`src/rtl/nonrestoring_div.sv`:
```
// nonrestoring_div: multi-cycle signed non-restoring divider, one quotient bit per cycle
module nonrestoring_div #(
    parameter int Data_Width    = 8,
    parameter int Counter_Width = $clog2(Data_Width + 1)
) (
    input  logic                         clk,
    input  logic                         rst,
    input  logic                         Start,
    input  logic signed [Data_Width-1:0] Dividend,
    input  logic signed [Data_Width-1:0] Divisor,
    output logic                         Busy,
    output logic                         Div_Finsh,
    output logic                         Div_By_Zero,
    output logic signed [Data_Width-1:0] Quotient,
    output logic signed [Data_Width-1:0] Remainder
);
    localparam int N = Data_Width;
    typedef enum logic [1:0] {IDLE, RUN, FIX, DONE} state_t;
    state_t                   r_state, w_next;
    logic [Counter_Width-1:0] r_cnt;
    logic [N:0]               r_rem;
    logic [N-1:0]             r_quo, r_dvs;
    logic                     r_sq, r_sn, r_dz;
    logic                     w_accept, w_dz_in;
    logic [N-1:0]             w_abs_dd, w_abs_dv, w_q_fix, w_mag, w_r_fix;
    logic [N:0]               w_shift, w_rem_nx, w_rem_fix;
    assign w_accept  = Start && (r_state == IDLE || r_state == DONE);
    assign w_dz_in   = Divisor == '0;
    // magnitudes are unsigned so that -2^(N-1) maps to 2^(N-1) without loss
    assign w_abs_dd  = Dividend[N-1] ? N'(-Dividend) : N'(Dividend);
    assign w_abs_dv  = Divisor[N-1] ? N'(-Divisor) : N'(Divisor);
    assign w_shift   = {r_rem[N-1:0], r_quo[N-1]};
    assign w_rem_nx  = r_rem[N] ? w_shift + {1'b0, r_dvs} : w_shift - {1'b0, r_dvs};
    assign w_rem_fix = r_rem[N] ? r_rem + {1'b0, r_dvs} : r_rem;
    assign w_q_fix   = r_dz ? '1 : (r_sq ? -r_quo : r_quo);
    // on divide-by-zero the untouched dividend magnitude is still in r_quo
    assign w_mag     = r_dz ? r_quo : w_rem_fix[N-1:0];
    assign w_r_fix   = r_sn ? -w_mag : w_mag;
    assign Busy      = r_state == RUN || r_state == FIX;
    assign Div_Finsh = r_state == DONE;
    // state register
    always_ff @(posedge clk or posedge rst) begin
        if (rst) r_state <= IDLE;
        else     r_state <= w_next;
    end
    // next state: accept from IDLE/DONE, iterate, sign-fix, report
    always_comb begin
        w_next = IDLE;
        w_next = w_accept          ? (w_dz_in ? FIX : RUN) :
                 r_state == RUN    ? (r_cnt == Counter_Width'(1) ? FIX : RUN) :
                 r_state == FIX    ? DONE : IDLE;
    end
    // datapath: operand capture, one non-restoring step per RUN cycle, result registers in FIX
    always_ff @(posedge clk or posedge rst) begin
        if (rst) begin
            r_cnt       <= '0;
            r_rem       <= '0;
            r_quo       <= '0;
            r_dvs       <= '0;
            r_sq        <= 1'b0;
            r_sn        <= 1'b0;
            r_dz        <= 1'b0;
            Quotient    <= '0;
            Remainder   <= '0;
            Div_By_Zero <= 1'b0;
        end else if (w_accept) begin
            r_cnt <= Counter_Width'(N);
            r_rem <= '0;
            r_quo <= w_abs_dd;
            r_dvs <= w_abs_dv;
            r_sq  <= Dividend[N-1] ^ Divisor[N-1];
            r_sn  <= Dividend[N-1];
            r_dz  <= w_dz_in;
        end else if (r_state == RUN) begin
            r_rem <= w_rem_nx;
            r_quo <= {r_quo[N-2:0], ~w_rem_nx[N]};
            r_cnt <= r_cnt - Counter_Width'(1);
        end else if (r_state == FIX) begin
            Quotient    <= w_q_fix;
            Remainder   <= w_r_fix;
            Div_By_Zero <= r_dz;
        end
    end
endmodule

```
`config.mk`:
```
export PLATFORM = sky130hd
export DESIGN_NAME = nonrestoring_div
export DESIGN_NICKNAME = d
export VERILOG_FILES = /design/src/rtl/nonrestoring_div.sv
export SDC_FILE = /design/constraint.sdc
export NUM_CORES = 1
export LEC_CHECK = 0
export ABC_CLOCK_PERIOD_IN_PS = 2800
export CAP_MARGIN = 20
export CORE_ASPECT_RATIO = 0.9
export CORE_MARGIN = 3
export CORE_UTILIZATION = 50
export CTS_BUF_LIST = sky130_fd_sc_hd__clkbuf_8
export CTS_CLUSTER_SIZE = 8
export DETAILED_ROUTE_END_ITERATION = 12
export GPL_ROUTABILITY_DRIVEN = 1
export PLACE_DENSITY = 0.75
export SLEW_MARGIN = 20
export SYNTH_ARGS = -nofsm -noshare
export SYNTH_HDL_FRONTEND = slang
export SYNTH_SLANG_ARGS = --single-unit
```
`constraint.sdc`:
```
create_clock -name clk -period 2.8 [get_ports clk]
set_input_delay 0.56 -clock clk [delete_from_list [all_inputs] [get_ports clk]]
set_output_delay 0.56 -clock clk [all_outputs]
set_load 0.02 [all_outputs]
```
==> run summary <==
CP peak stage delay: 0.40 ns
Top FF cell, synth: dfrtp_1
Clk slew on worst S/H paths: 0.09 ns
Final Cell Area: 4198 um^2
Die Span X: 95.30 um
Syn Std Cell Area: 3588 um^2
Initial antenna violation count: 0
Full die area: 8231 um^2
Data required, critical path: 2.99 ns
Placer Congestion: 0.8687
Slowest CP cell: dfrtp_1
Worst-Skew Late Latency: 0.31 ns
Final min period: 2.659 ns
Routed WL: 7.818 mm
Post-synthesis compound-gate area fraction: 0.1729
Via/cell ratio: 5.629
Part of the cycle the worst path needs: 0.9498
Detailed Routing Iterations Pass 1: 5
Crit path max fanout: 4
Adder-Cell Fraction of Synth Area: 0.09833
Finished Core Util: 0.6208
Num CTS Buffers: 5
Pleak: 1.900 nW
Arrival time worst endpoint: 2.85 ns
DR DRC count: 0
Final ANT Viol Nets: 0
Sequential cell area fraction in the yosys report: 0.3556
Number of synthesized register bits: 51
Most frequent cells in the layout: dfrtp_1 (51), nor2_1 (45), nand2_1 (39)
Worst flop-to-flop path startpoint: r_dvs[0]$_DFFE_PP0P_
Syn Nets: 460
First-pass GRT wire length: 13.57 mm
Critical path class: flop to flop
Clock Tree Buf Depth: 2
H-tree levels: 2
Layout cells sized above 1: 0.07623
R2r endpoint: r_quo[0]$_DFFE_PP0P_
Largest cells by area after synthesis: dfrtp_1 (36%), ha_1 (8.7%), nor2_1 (4.7%)
Largest family of logic cells by synthesized area: simple AND/OR/NAND/NOR gates
Core footprint: 6761 um^2
Avg WL per Cell: 14.59 um
Port bufs: 37
VDD IR max: 618.7 uV
Worst hold slack: 0.5305 ns
Root Driver: clkbuf_8
Max_slew headroom: 0.5100
Mux cell area share after synthesis: 0.04847
Status: finished, final reports clean
Pre-CTS setup slack: 0.1759 ns
Hold Path Stages: 2
Vias in the first global route: 2910
Worst setup SP type: flop
Register area: 1276 um^2
Achievable Freq: 0.3760 GHz
CP endpoint kind: flop
Crit-path cells: inv_1, ha_1, nor2_1, xor2_1, ha_1, nor2b_1, o21ai_1, a21boi_2, o21a_1, o211ai_1, and2_1, o211ai_1
RSZ-0062 raised after global routing: yes
Starting Density: 0.5307
Initial DRC count: 170
Hold path startpoint: Remainder[3]$_DFFE_PP0P_
Post-synth EDFFs: 0
Largest net degree at the start of global routing: 52
Flop-to-flop setup slack: 0.14 ns
Simple-Gate Fraction of Synth Area: 0.1810
Clk_skew: 0.004177 ns
Cts-stage hold buffer count: 0
Worst setup margin: 0.1407 ns
Worst r2r path cells: 12
Number of buffers and inverters on the critical path: 1
Max-Cap Viols: 0
Power density over the cells: 1382 nW/um^2
Area fraction of the dominant cell type after synthesis: 0.3556
Yosys warning count: 0
Die Y: 86.37 um
# diodes: 0
Async SR Flop Fraction: 1.000
Hold Crit Endpoint: Remainder[3]$_DFFE_PP0P_
Cell Rows: 28
Cell family with most CP delay: compound AO/OA/AOI/OAI gates
Gate Count Post-Synth: 414
Layout Nets: 491
Final Hold Fails: 0
Congestion Overflow GR: 0
Fillers: 576
Area of the multi-input gates: 2130 um^2
Biggest area consumer among synthesized cells: dfrtp_1
Final slew viol count: 0
Post-DP HPWL: 5.897 mm
Slew @ Worst Pin: 0.7349 ns
# IOs: 38
Setup TNS: 0 ns
Cell variety after synth: 52
Synth Area in XOR/XNOR: 0.09031
Setup violators final: 0
Via Count: 3017
Area grow syn2layout: 16.98%
Avg Inst Size Synth: 8.668 um^2
# clock sinks: 51
TritonCTS clock tree: yes
HP Class: flop to flop
Most common library cell in the layout ignoring fill and taps: dfrtp_1
Global Route Usage Sum: 0.2070
Post-placement cell area: 4049 um^2
-- flip-flops by register name (all words and copies together) (netlist names) --
signal,count
r_sq,1
r_dz,1
r_quo,8
Remainder,8
r_dvs,8
Quotient,8
Div_By_Zero,1
r_state,2
r_sn,1
r_rem,9
r_cnt,4
-- cell usage after synthesis (all sizes together), types with 3 or more instances --
master / count
buf: 7
a211oi: 6
a31oi: 10
or3: 4
ha: 25
a21oi: 30
nor3b: 7
nor2b: 4
dfrtp: 51
xor2: 19
xnor2: 18
mux2i: 14
mux2: 3
nor4b: 3
nand2b: 3
clkbuf: 17
o31ai: 8
nor3: 10
o211ai: 4
nor2: 45
nand2: 39
and3: 4
nand3: 12
inv: 25
o21ai: 22
-- worst max-delay path by stage --
stage                    startpoint                  endpoint  slack [ns]  depth (start not counted)
4_1_cts        r_dvs[0]$_DFFE_PP0P_      r_rem[8]$_DFFE_PP0P_        0.10                         12
5_1_grt        r_dvs[0]$_DFFE_PP0P_  Remainder[7]$_DFFE_PP0P_       -0.01                         10
3_5_place_dp   r_dvs[0]$_DFFE_PP0P_      r_rem[8]$_DFFE_PP0P_        0.18                         12
3_3_place_gp   r_dvs[0]$_DFFE_PP0P_      r_rem[8]$_DFFE_PP0P_        0.29                         12
6_report       r_dvs[0]$_DFFE_PP0P_      r_quo[0]$_DFFE_PP0P_        0.14                         12
2_1_floorplan  r_rem[8]$_DFFE_PP0P_      r_rem[8]$_DFFE_PP0P_        0.20                         13
-- cell families after synthesis --
group,count (synthesis)
AO/OA/AOI/OAI,95
XOR/XNOR,37
adder cells (fa/ha/maj),27
buffers and inverters,49
flip-flops,51
multiplexers,17
AND/OR/NAND/NOR,138
-- final cells by class --
class	count	share of cell area
Inverter	25	0.02235
Multi-Input combinational cell	314	0.5073
Clock inverter	3	0.01520
Tap cell	90	0.02683
Sequential cell	51	0.3040
Timing Repair Buffer	48	0.1079
Clock buffer	5	0.01639
-- routing by layer --
layer  global-route usage  share of wire  vias to the layer above
met3              0.03299          0.053                        9
met1               0.2805           0.46                     1434
met2               0.3427           0.48                       79
met5                    0              0                        -
li1                     -              -                     1495
met4              0.05898          0.011                        0
-- worst register-to-register path, delay by kind of cell (launching register included) --
kind | cells | cell delay (ns)
AO/OA/AOI/OAI | 5 | 0.88
XOR/XNOR | 1 | 0.17
adder cells (fa/ha/maj) | 2 | 0.51
buffers and inverters | 1 | 0.08
flip-flops | 1 | 0.40
AND/OR/NAND/NOR | 3 | 0.51
-- metrics by stage --
stage / total power, mW / std cells
4_1_cts: 5.743 / 535
3_3_place_gp: 4.979 / 527
2_1_floorplan: 4.202 / 414
5_1_grt: 6.369 / 536
3_5_place_dp: 5.109 / 527
6_report: 5.799 / 536
-- report_power, final --
group | leakage, nW | switching [mW] | internal, mW | total (mW)
clock | 0.0695 | 0.255 | 0.354 | 0.609
sequential | 0.637 | 0.415 | 1.08 | 1.50
combinational | 1.19 | 1.99 | 1.70 | 3.69
-- timing repair --
item | in CTS | in global routing
buffers inserted | 0 | 1
resized for setup | 0 | 3
setup endpoints to repair | 0 | 2
(Power assumes the default switching activity.)
